**config.mk**
```make
export PLATFORM = sky130hd
export DESIGN_NAME = write_back_regfile
export DESIGN_NICKNAME = d
export VERILOG_FILES = /design/src/rtl/write_back_regfile.sv
export SDC_FILE = /design/constraint.sdc
export NUM_CORES = 1
export LEC_CHECK = 0
export CORE_MARGIN = 10
export CORE_UTILIZATION = 45
export CTS_CLUSTER_SIZE = 40
export DETAILED_ROUTE_END_ITERATION = 12
export PLACE_DENSITY = 0.73
export SLEW_MARGIN = 20
export SYNTH_ARGS = -nofsm -noshare
export SYNTH_HDL_FRONTEND = slang
export SYNTH_SLANG_ARGS = --single-unit
export TNS_END_PERCENT = 20
```
**constraint.sdc**
```tcl
create_clock -name i_clk -period 3.6 [get_ports i_clk]
set_input_delay 1.08 -clock i_clk [delete_from_list [all_inputs] [get_ports i_clk]]
set_output_delay 1.08 -clock i_clk [all_outputs]
set_load 0.02 [all_outputs]
```
**src/rtl/write_back_regfile.sv**
```systemverilog
// Write-back stage register file: source mux, 2 async read ports, registered forwarding copy.
// Optional macro WB_BYPASS_EN makes same-cycle reads of the write address return the new value.
module write_back_regfile #(
    parameter int DATA_W = 16,
    parameter int ADDR_W = 3
) (
    input  logic              i_clk,
    input  logic              i_reset,
    input  logic [DATA_W-1:0] i_ex_result,
    input  logic [DATA_W-1:0] i_memory_data,
    input  logic [DATA_W-1:0] i_immediate,
    input  logic [DATA_W-1:0] i_port,
    input  logic [1:0]        i_wb_selector,
    input  logic              i_write_back,
    input  logic [ADDR_W-1:0] i_write_addr,
    input  logic [ADDR_W-1:0] i_read_addr_a,
    input  logic [ADDR_W-1:0] i_read_addr_b,
    output logic [DATA_W-1:0] o_read_data_a,
    output logic [DATA_W-1:0] o_read_data_b,
    output logic [DATA_W-1:0] o_wb_data,
    output logic              o_fwd_valid,
    output logic [ADDR_W-1:0] o_fwd_addr,
    output logic [DATA_W-1:0] o_fwd_data
);
    localparam int DEPTH = 1 << ADDR_W;

    logic [DATA_W-1:0] regs_reg [DEPTH];
    logic [DATA_W-1:0] wb_data_next;
    logic              fwd_valid_reg;
    logic [ADDR_W-1:0] fwd_addr_reg;
    logic [DATA_W-1:0] fwd_data_reg;

    always_comb begin
        wb_data_next = i_ex_result;
        case (i_wb_selector)
            2'b00:   wb_data_next = i_ex_result;
            2'b01:   wb_data_next = i_memory_data;
            2'b10:   wb_data_next = i_immediate;
            default: wb_data_next = i_port;
        endcase
    end

    assign o_wb_data = wb_data_next;

    // Per-register write logic; the reset clear keeps the array in fabric flops.
    genvar gi;
    generate
        for (gi = 0; gi < DEPTH; gi++) begin : g_reg
            always_ff @(posedge i_clk) begin
                if (i_reset) begin
                    regs_reg[gi] <= '0;
                end else if (i_write_back && (i_write_addr == ADDR_W'(gi))) begin
                    regs_reg[gi] <= wb_data_next;
                end
            end
        end
    endgenerate

`ifdef WB_BYPASS_EN
    logic write_now;
    assign write_now = i_write_back && !i_reset;

    always_comb begin
        o_read_data_a = regs_reg[i_read_addr_a];
        o_read_data_b = regs_reg[i_read_addr_b];
        if (write_now && (i_read_addr_a == i_write_addr)) o_read_data_a = wb_data_next;
        if (write_now && (i_read_addr_b == i_write_addr)) o_read_data_b = wb_data_next;
    end
`else
    always_comb begin
        o_read_data_a = regs_reg[i_read_addr_a];
        o_read_data_b = regs_reg[i_read_addr_b];
    end
`endif

    // Address/data stay put on idle cycles so the forwarding unit only has to watch valid.
    always_ff @(posedge i_clk) begin
        if (i_reset) begin
            fwd_valid_reg <= 1'b0;
            fwd_addr_reg  <= '0;
            fwd_data_reg  <= '0;
        end else begin
            fwd_valid_reg <= i_write_back;
            if (i_write_back) begin
                fwd_addr_reg <= i_write_addr;
                fwd_data_reg <= wb_data_next;
            end
        end
    end

    assign o_fwd_valid = fwd_valid_reg;
    assign o_fwd_addr  = fwd_addr_reg;
    assign o_fwd_data  = fwd_data_reg;
endmodule

```
* Word level (Yosys, flattened, before mapping) *
Memories as Yosys holds them, arrays and structs flattened.
Index checks and enable logic that the tools add are counted.

storage, ports and cells
  memories = 1
  RAM bits = 128
  input port bits = 78
  bits in registers = 20

memories
  name      words  width  rd ports  clocked after memory_dff  wr ports  line  RTL
  regs_reg  8      16     2         0                         8         27    logic [DATA_W-1:0] regs_reg [DEPTH];

operators by class
  multiplexer cells = 35
  bitwise logic cells = 8
  equal/unequal tests = 9
  reductions and logical operators = 10

operators by type and width
  cell                                            number
  2-to-1 mux 16 bit                               8
  case mux 16 bit (3 select lines)                1
  2-to-1 mux 1 bit                                26
  == test 3 bit (second input constant)           4
  logical AND 1 bit                               8
  OR 1 bit                                        8
  == test 3 x 2 -> 1 bit (second input constant)  2
  == test 3 x 1 -> 1 bit (second input constant)  1
  logical NOT 3 bit                               1
  == test 2 x 1 -> 1 bit (second input constant)  1
  == test 2 bit (second input constant)           1
  logical NOT 2 bit                               1

* Longest topological paths before layout *
Gate-level depths: netlist of run 1.

  word-level depth = 6
  gate-level depth with buffers = 5
  depth with buffers taken out = 2

* Worst setup path before layout of run 1 *
Ideal clock, no wire load.

  kind = input to output
  start = in i_read_addr_a[1]
  end = out o_read_data_a[10]
  setup slack = 335 ps
  buffers on the path = 2
  data arrival time = 2185 ps
  stages = 4
  data required time = 2520 ps
  path through = buf_6 > buf_6 > mux4_1 > mux2_2

between the ends
  word-level cells in the longest chain between the ends = 1

ends and longest elaborated chain
  item                 line  RTL
  from (decl)          16    input logic [ADDR_W-1:0] i_read_addr_a,
  memory (8 x 16 bit)  n/a
  to (decl)            18    output logic [DATA_W-1:0] o_read_data_a,

No other way between the ends.

* Worst setup path after layout of run 1 *
  start = in i_read_addr_b[1]
  end = out o_read_data_b[6]

between the ends
  word-level cells in the longest chain between the ends = 1

ends and longest elaborated chain
  item                 line  RTL
  from (decl)          17    input logic [ADDR_W-1:0] i_read_addr_b,
  memory (8 x 16 bit)  n/a
  to (decl)            19    output logic [DATA_W-1:0] o_read_data_b,

No other way between the ends.

==> out/metrics.cfg, run 1 <==
[run_status]
status=complete, no violations

[routing]
drt_iter0_drc=423
via_per_inst=6.27
ant_nets=0
drc=0
vias=5959
post_drt_wl_per_cell_um=26.2
firstDrtPassIters=5
wl_um=24900

[layout]
synthToLayoutAreaGrowth_pct=30.5
final_nets=782
fill_cells=1387
drive_above_1_share_pct=32.1
largest_reg_flops=128
diodes=0

[yosys]
ys_ff_latch=148
post_synth_main_area_contributors=edfxtp_1 (45%), mux4_1 (17%), and3_1 (9.4%)
postSynthCellCount=536
syn-num-nets=614
yosys_warnings=0
synthDistinctLibCells=25
synth_area_um2=8510
avgSynthCellArea_um2=15.9
synth-edff-count=128
yosys.area.top_type=edfxtp_1
async_flop_share_pct=0
ys.flop_type=edfxtp_1
synth_top_area_share_pct=45.1
seq_area_frac_synth_pct=49.8
netlist_top_cells_count=and3_1 (128), edfxtp_1 (128), mux4_1 (54), mux2i_1 (35), clkbuf_1 (34)

[floorplan]
initial_utilization_pct=45.7
die-area_um2=24800
io_pins=146
core_area_um2=18600
dieHeight_um=158
die_x_um=158
rows=50

[setup_path]
worst_r2r_path_depth=2
worstSetupEndpointType=output port
startpoint_type=input pin
worst_ep_arrival_time_ns=2.52
crit_required_ns=2.52
crit_type=input pin to output port
cp_max_fo=16

[power]
leakage_nw=4.66
peakVddDrop_mv=0.375
powerDensity_nw_per_um2=440
power_w=0.00489

[global_routing]
antenna_found_initial=0
grt_pass1_wl_um=37900
grt_max_degree=65
grt_pass1_vias=6395
grt.total_usage_pct=20.3
grt-ovfl-total=0

[cts]
insertion_delay_ns=0.42
path_clk_slew_ns=0.06
cts.path.max_buffers=2
cts-htree-levels=4
cts_hold_repair.buffers=0
cts_tree=done
cts-root-buf=clkbuf_16
cts.sinks=148
numCtsBuffers=17

[sta]
finalHoldViolCount=0
fin_crit_ns=3.60
rsz0062_at_grt=yes
hold_slack_ns=0.501
setup_viol=0
slew_violations=0
fin_skew_ns=0
relSlewSlack_pct=52.3
post-route-period-util_pct=99.9
tightest_slew_ns=0.713
max_freq_mhz=278

[placed_design]
gp_congestion=0.830
port_buffers=145
dp_hpwl_um=16300

[min_path]
min_path_cells=2
worstHoldPathType=flop to flop

[run]
maxCapViolCount=0

## metrics by stage
stage          setup TNS [ns]  instance area (um2)  utilization, %  worst slack [ns]  cells
6_report                    0                11100            59.6           0.00366    950
5_1_grt                -0.218                11100            59.6           -0.0315    950
4_1_cts              -0.00724                11200            60.1          -0.00375    948
2_1_floorplan               0                 8510               -             0.335    536
3_3_place_gp           -27.82                10500            56.3            -0.757    912
3_5_place_dp           -28.76                10500            56.3            -0.815    912
## cells by family after synthesis
logic type             share of synthesized area, %
muxes                                          31.9
AOI/OAI and AO/OA                              2.41
DFF                                            49.8
and+or+nand+nor                                12.0
buffers and inverters                          3.82
## path summary, 6_finish.rpt
check	slack, ns	startpoint	to
max	0.004	i_read_addr_b[1]	o_read_data_b[6]
min	0.50	o_fwd_addr[1]	o_fwd_addr[1]
max reg2reg	2.61	o_fwd_data[0]	o_fwd_data[0]
min reg2reg	0.50	o_fwd_addr[1]	o_fwd_addr[1]
## worst max-delay path, cell delays in order
cell,delay (ns)
buf_4,0.14
buf_12,0.18
mux4_1,0.57
mux2_2,0.27
clkdlybuf4s15_2,0.25
## metal layers
| metal | GRT usage, % | vias to the layer above | part of all wire, % |
|---|---|---|---|
| li1 | - | 2613 | - |
| met1 | 24.9 | 2966 | 39 |
| met2 | 33.5 | 344 | 49 |
| met3 | 6.14 | 36 | 9.8 |
| met4 | 6.41 | 0 | 1.5 |
| met5 | 0 | - | 0 |
## cell type report
type / count / area, um2 / share of cell area, %
clock buffers: 17 / 425 / 3.83
flip-flops and latches: 148 / 4240 / 38.2
clock inverters: 14 / 203 / 1.82
multi-input cells: 328 / 3930 / 35.4
well taps: 234 / 293 / 2.64
repair buffers: 209 / 2010 / 18.1
## report_power, final
part	total [W]	switching, W	internal (W)	leakage (nW)
registers	0.00204	0.0000608	0.00198	1.40
logic	0.000958	0.000475	0.000483	2.96
clock network	0.00189	0.000722	0.00117	0.299
total	0.00489	0.00126	0.00363	4.66
## repair_timing
item | in CTS | in global routing
buffers inserted | 0 | 2
gates cloned | 5 | 0
endpoints found under the setup margin | 48 | 35
resized for setup | 170 | 26
hold endpoints to repair | 0 | 0
## cell usage in the layout (no fill, tap or decap), types with 2 or more instances in the layout
cell type,Yosys,final
nor2b_1,4,4
mux4_1,54,49
nor2_1,4,4
clkdlybuf4s50_1,0,92
clkdlybuf4s15_2,0,15
mux2i_1,35,35
bufbuf_16,0,2
and3_1,128,128
mux4_2,26,31
buf_4,3,51
o221ai_1,16,16
edfxtp_1,128,128
mux2_2,32,32
bufinv_16,0,4
a31o_2,4,4
clkinvlp_4,0,2
buf_2,9,25
clkinv_4,0,4
or3b_2,16,16
a21o_1,4,4
clkbuf_16,0,17
buf_12,0,10
inv_6,0,2
dfxtp_1,20,20
clkbuf_2,2,9
buf_16,0,3
Power figures use the tool's default switching activity.
==> inputs of run 2 (changes only) <==
--- a/config.mk
+++ b/config.mk
@@ -14,4 +14,3 @@
 export SYNTH_ARGS = -nofsm -noshare
 export SYNTH_HDL_FRONTEND = slang
 export SYNTH_SLANG_ARGS = --single-unit
-export TNS_END_PERCENT = 20
==> run 2 against run 1 <==
Effect of this change: register-to-register slack hardly changed; die area unchanged; hold slack better by 0.00073 ns; sequential power about the same; non-clock buffer count is 6 higher; setup slack improved by 0.0073 ns; sequential share of layout area fell by 0.11 points; clock power is essentially flat.
==> out/metrics.cfg, run 2 (synthesis gave the netlist of run 1 again) <==
[setup_path]
path_delay_family=multiplexers  ; unchanged
crit_buf_inv=3  ; unchanged
worstSetupEndpointType=output port  ; unchanged
cp_slowest_cell=mux4_1  ; unchanged
startpoint_type=input pin  ; unchanged
r2r_setup_slack_ns=2.61  ; about the same
reg2reg_from=o_fwd_data[0]  ; unchanged
path_cells=buf_6 -> buf_12 -> mux4_1 -> mux2_2 -> clkdlybuf4s15_2  ; was buf_4 -> buf_12 -> mux4_1 -> mux2_2 -> clkdlybuf4s15_2
cp_max_fo=8  ; was 16
worst_ep_arrival_time_ns=2.51  ; was 2.52 ns
crit_type=input pin to output port  ; unchanged
max_stage_delay_ns=0.55  ; was 0.57 ns
crit_required_ns=2.52  ; about the same
r2r_end=o_fwd_data[0]  ; unchanged
worst_r2r_path_depth=2  ; unchanged

[floorplan]
core_area_um2=18600  ; unchanged
die-area_um2=24800  ; unchanged
initial_utilization_pct=45.7  ; unchanged
die_x_um=158  ; unchanged
io_pins=146  ; unchanged
dieHeight_um=158  ; unchanged
rows=50  ; unchanged

[placed_design]
port_buffers=145  ; unchanged
dp_hpwl_um=16300  ; unchanged
gp_congestion=0.830  ; unchanged
placed_cells=912  ; unchanged
placement.cell_area_um2=10500  ; unchanged

[power]
leakage_nw=4.70  ; was 4.66 nW
peakVddDrop_mv=0.373  ; was 0.375 mV
powerDensity_nw_per_um2=440  ; about the same

[global_routing]
grt-ovfl-total=0  ; unchanged
grt_max_degree=65  ; unchanged
grt_pass1_wl_um=38400  ; was 37900 um
grt_pass1_vias=6422  ; was 6395
grt.total_usage_pct=20.6  ; was 20.3%
antenna_found_initial=0  ; unchanged

[routing]
drt_iter0_drc=502  ; was 423
wl_um=25200  ; was 24900 um
vias=6079  ; was 5959
via_per_inst=6.36  ; was 6.27
drc=0  ; unchanged
firstDrtPassIters=5  ; unchanged
post_drt_wl_per_cell_um=26.4  ; was 26.2 um
ant_nets=0  ; unchanged

[layout]
final_util_pct=59.8  ; was 59.6%
final_cells=956  ; was 950
final_nets=788  ; was 782
diodes=0  ; unchanged
multi_input_area_um2=3950  ; was 3930 um2
final_cell_mix=and3_1 (128), edfxtp_1 (128), clkdlybuf4s50_1 (92), buf_4 (54), mux4_1 (53)  ; was and3_1 (128), edfxtp_1 (128), clkdlybuf4s50_1 (92), buf_4 (51), mux4_1 (49)
largest_reg_flops=128  ; unchanged
register_area_um2=4240  ; unchanged
drive_above_1_share_pct=32.1  ; about the same
fill_cells=1377  ; was 1387
design_area_um2=11100  ; about the same
synthToLayoutAreaGrowth_pct=30.8  ; was 30.5%

[min_path]
worstHoldEndpoint=o_fwd_addr[1]  ; unchanged
worstHoldPathType=flop to flop  ; unchanged
min_path_cells=2  ; unchanged
hp-start=o_fwd_addr[1]  ; unchanged

[cts]
cts.sinks=148  ; unchanged
numCtsBuffers=17  ; unchanged
cts-htree-levels=4  ; unchanged
path_clk_slew_ns=0.06  ; about the same
cts.path.max_buffers=2  ; unchanged
cts-root-buf=clkbuf_16  ; unchanged
cts_tree=done  ; unchanged
insertion_delay_ns=0.42  ; about the same
cts_hold_repair.buffers=0  ; unchanged

[sta]
max_freq_mhz=279  ; was 278 MHz
slew_violations=0  ; unchanged
post-route-period-util_pct=99.7  ; was 99.9%
fin_skew_ns=0  ; unchanged
fin_crit_ns=3.59  ; was 3.60 ns
rsz0062_at_grt=yes  ; unchanged
finalHoldViolCount=0  ; unchanged
setup_viol=0  ; unchanged
relSlewSlack_pct=52.8  ; was 52.3%
tightest_slew_ns=0.706  ; was 0.713 ns

[run_status]
status=complete, no violations  ; unchanged

[run]
maxCapViolCount=0  ; unchanged

run 2: cell types whose count changed in the layout (fill, tap and decap cells not counted), moves of 2 or more:
cell	delta
mux4_1	+4
buf_2	+7
buf_4	+3
clkdlybuf4s15_2	-7
mux4_2	-4
buf_16	+2
run 2: worst min-delay path, cell delays in order, from the launching register on:
cell     delay [ns]
dfxtp_1        0.33
mux2i_1        0.07
nor2_1         0.07
run 2: through the flow:
step | hold slack, ns | setup slack (ns) | power (W) | TNS, ns
detailed placement | 0.493 | -0.815 | 0.00306 | -28.76
floorplan | 0.584 | 0.335 | 0.00257 | 0
CTS | 0.511 | 0.00121 | 0.00493 | 0
global placement | 0.483 | -0.757 | 0.00302 | -27.82
global route | 0.538 | -0.0104 | 0.00506 | -0.0104
finish | 0.502 | 0.0109 | 0.00490 | 0
run 2: worst max-delay path by stage:
stage,start,to,slack [ns],depth (start not counted)
floorplan,i_read_addr_a[1],o_read_data_a[10],0.33,4
global placement,i_read_addr_a[1],o_read_data_a[8],-0.76,5
detailed placement,i_read_addr_a[1],o_read_data_a[11],-0.81,5
CTS,i_read_addr_b[2],o_read_data_b[10],0.001,5
global route,i_read_addr_a[1],o_read_data_a[0],-0.01,5
finish,i_read_addr_b[1],o_read_data_b[14],0.01,5
run 2: repair_timing:
item                                    CTS  global route
cloned                                    6             0
endpoints found under the setup margin   48            31
buffers inserted                          4             3
pin swaps                                 0             0
gates resized for setup                 170            29
run 2: final cells by class:
type | count | share of cell area (%)
clock buffer | 17 | 3.82
clock inverter | 14 | 1.82
multi-input combinational | 328 | 35.4
sequential | 148 | 38.1
tap | 234 | 2.63
timing repair buffer | 215 | 18.2
run 2: layer usage:
metal	global-route usage, %	part of all wire [%]
met1	25.2	39
met2	34.2	49
met3	6.39	10
met4	6.01	1.6
met5	0	0
run 2: report_power, final:
group | switching, W | internal (W)
Sequential | 0.0000606 | 0.00198
Clock | 0.000724 | 0.00117
Combinational | 0.000481 | 0.000483
Total | 0.00127 | 0.00363
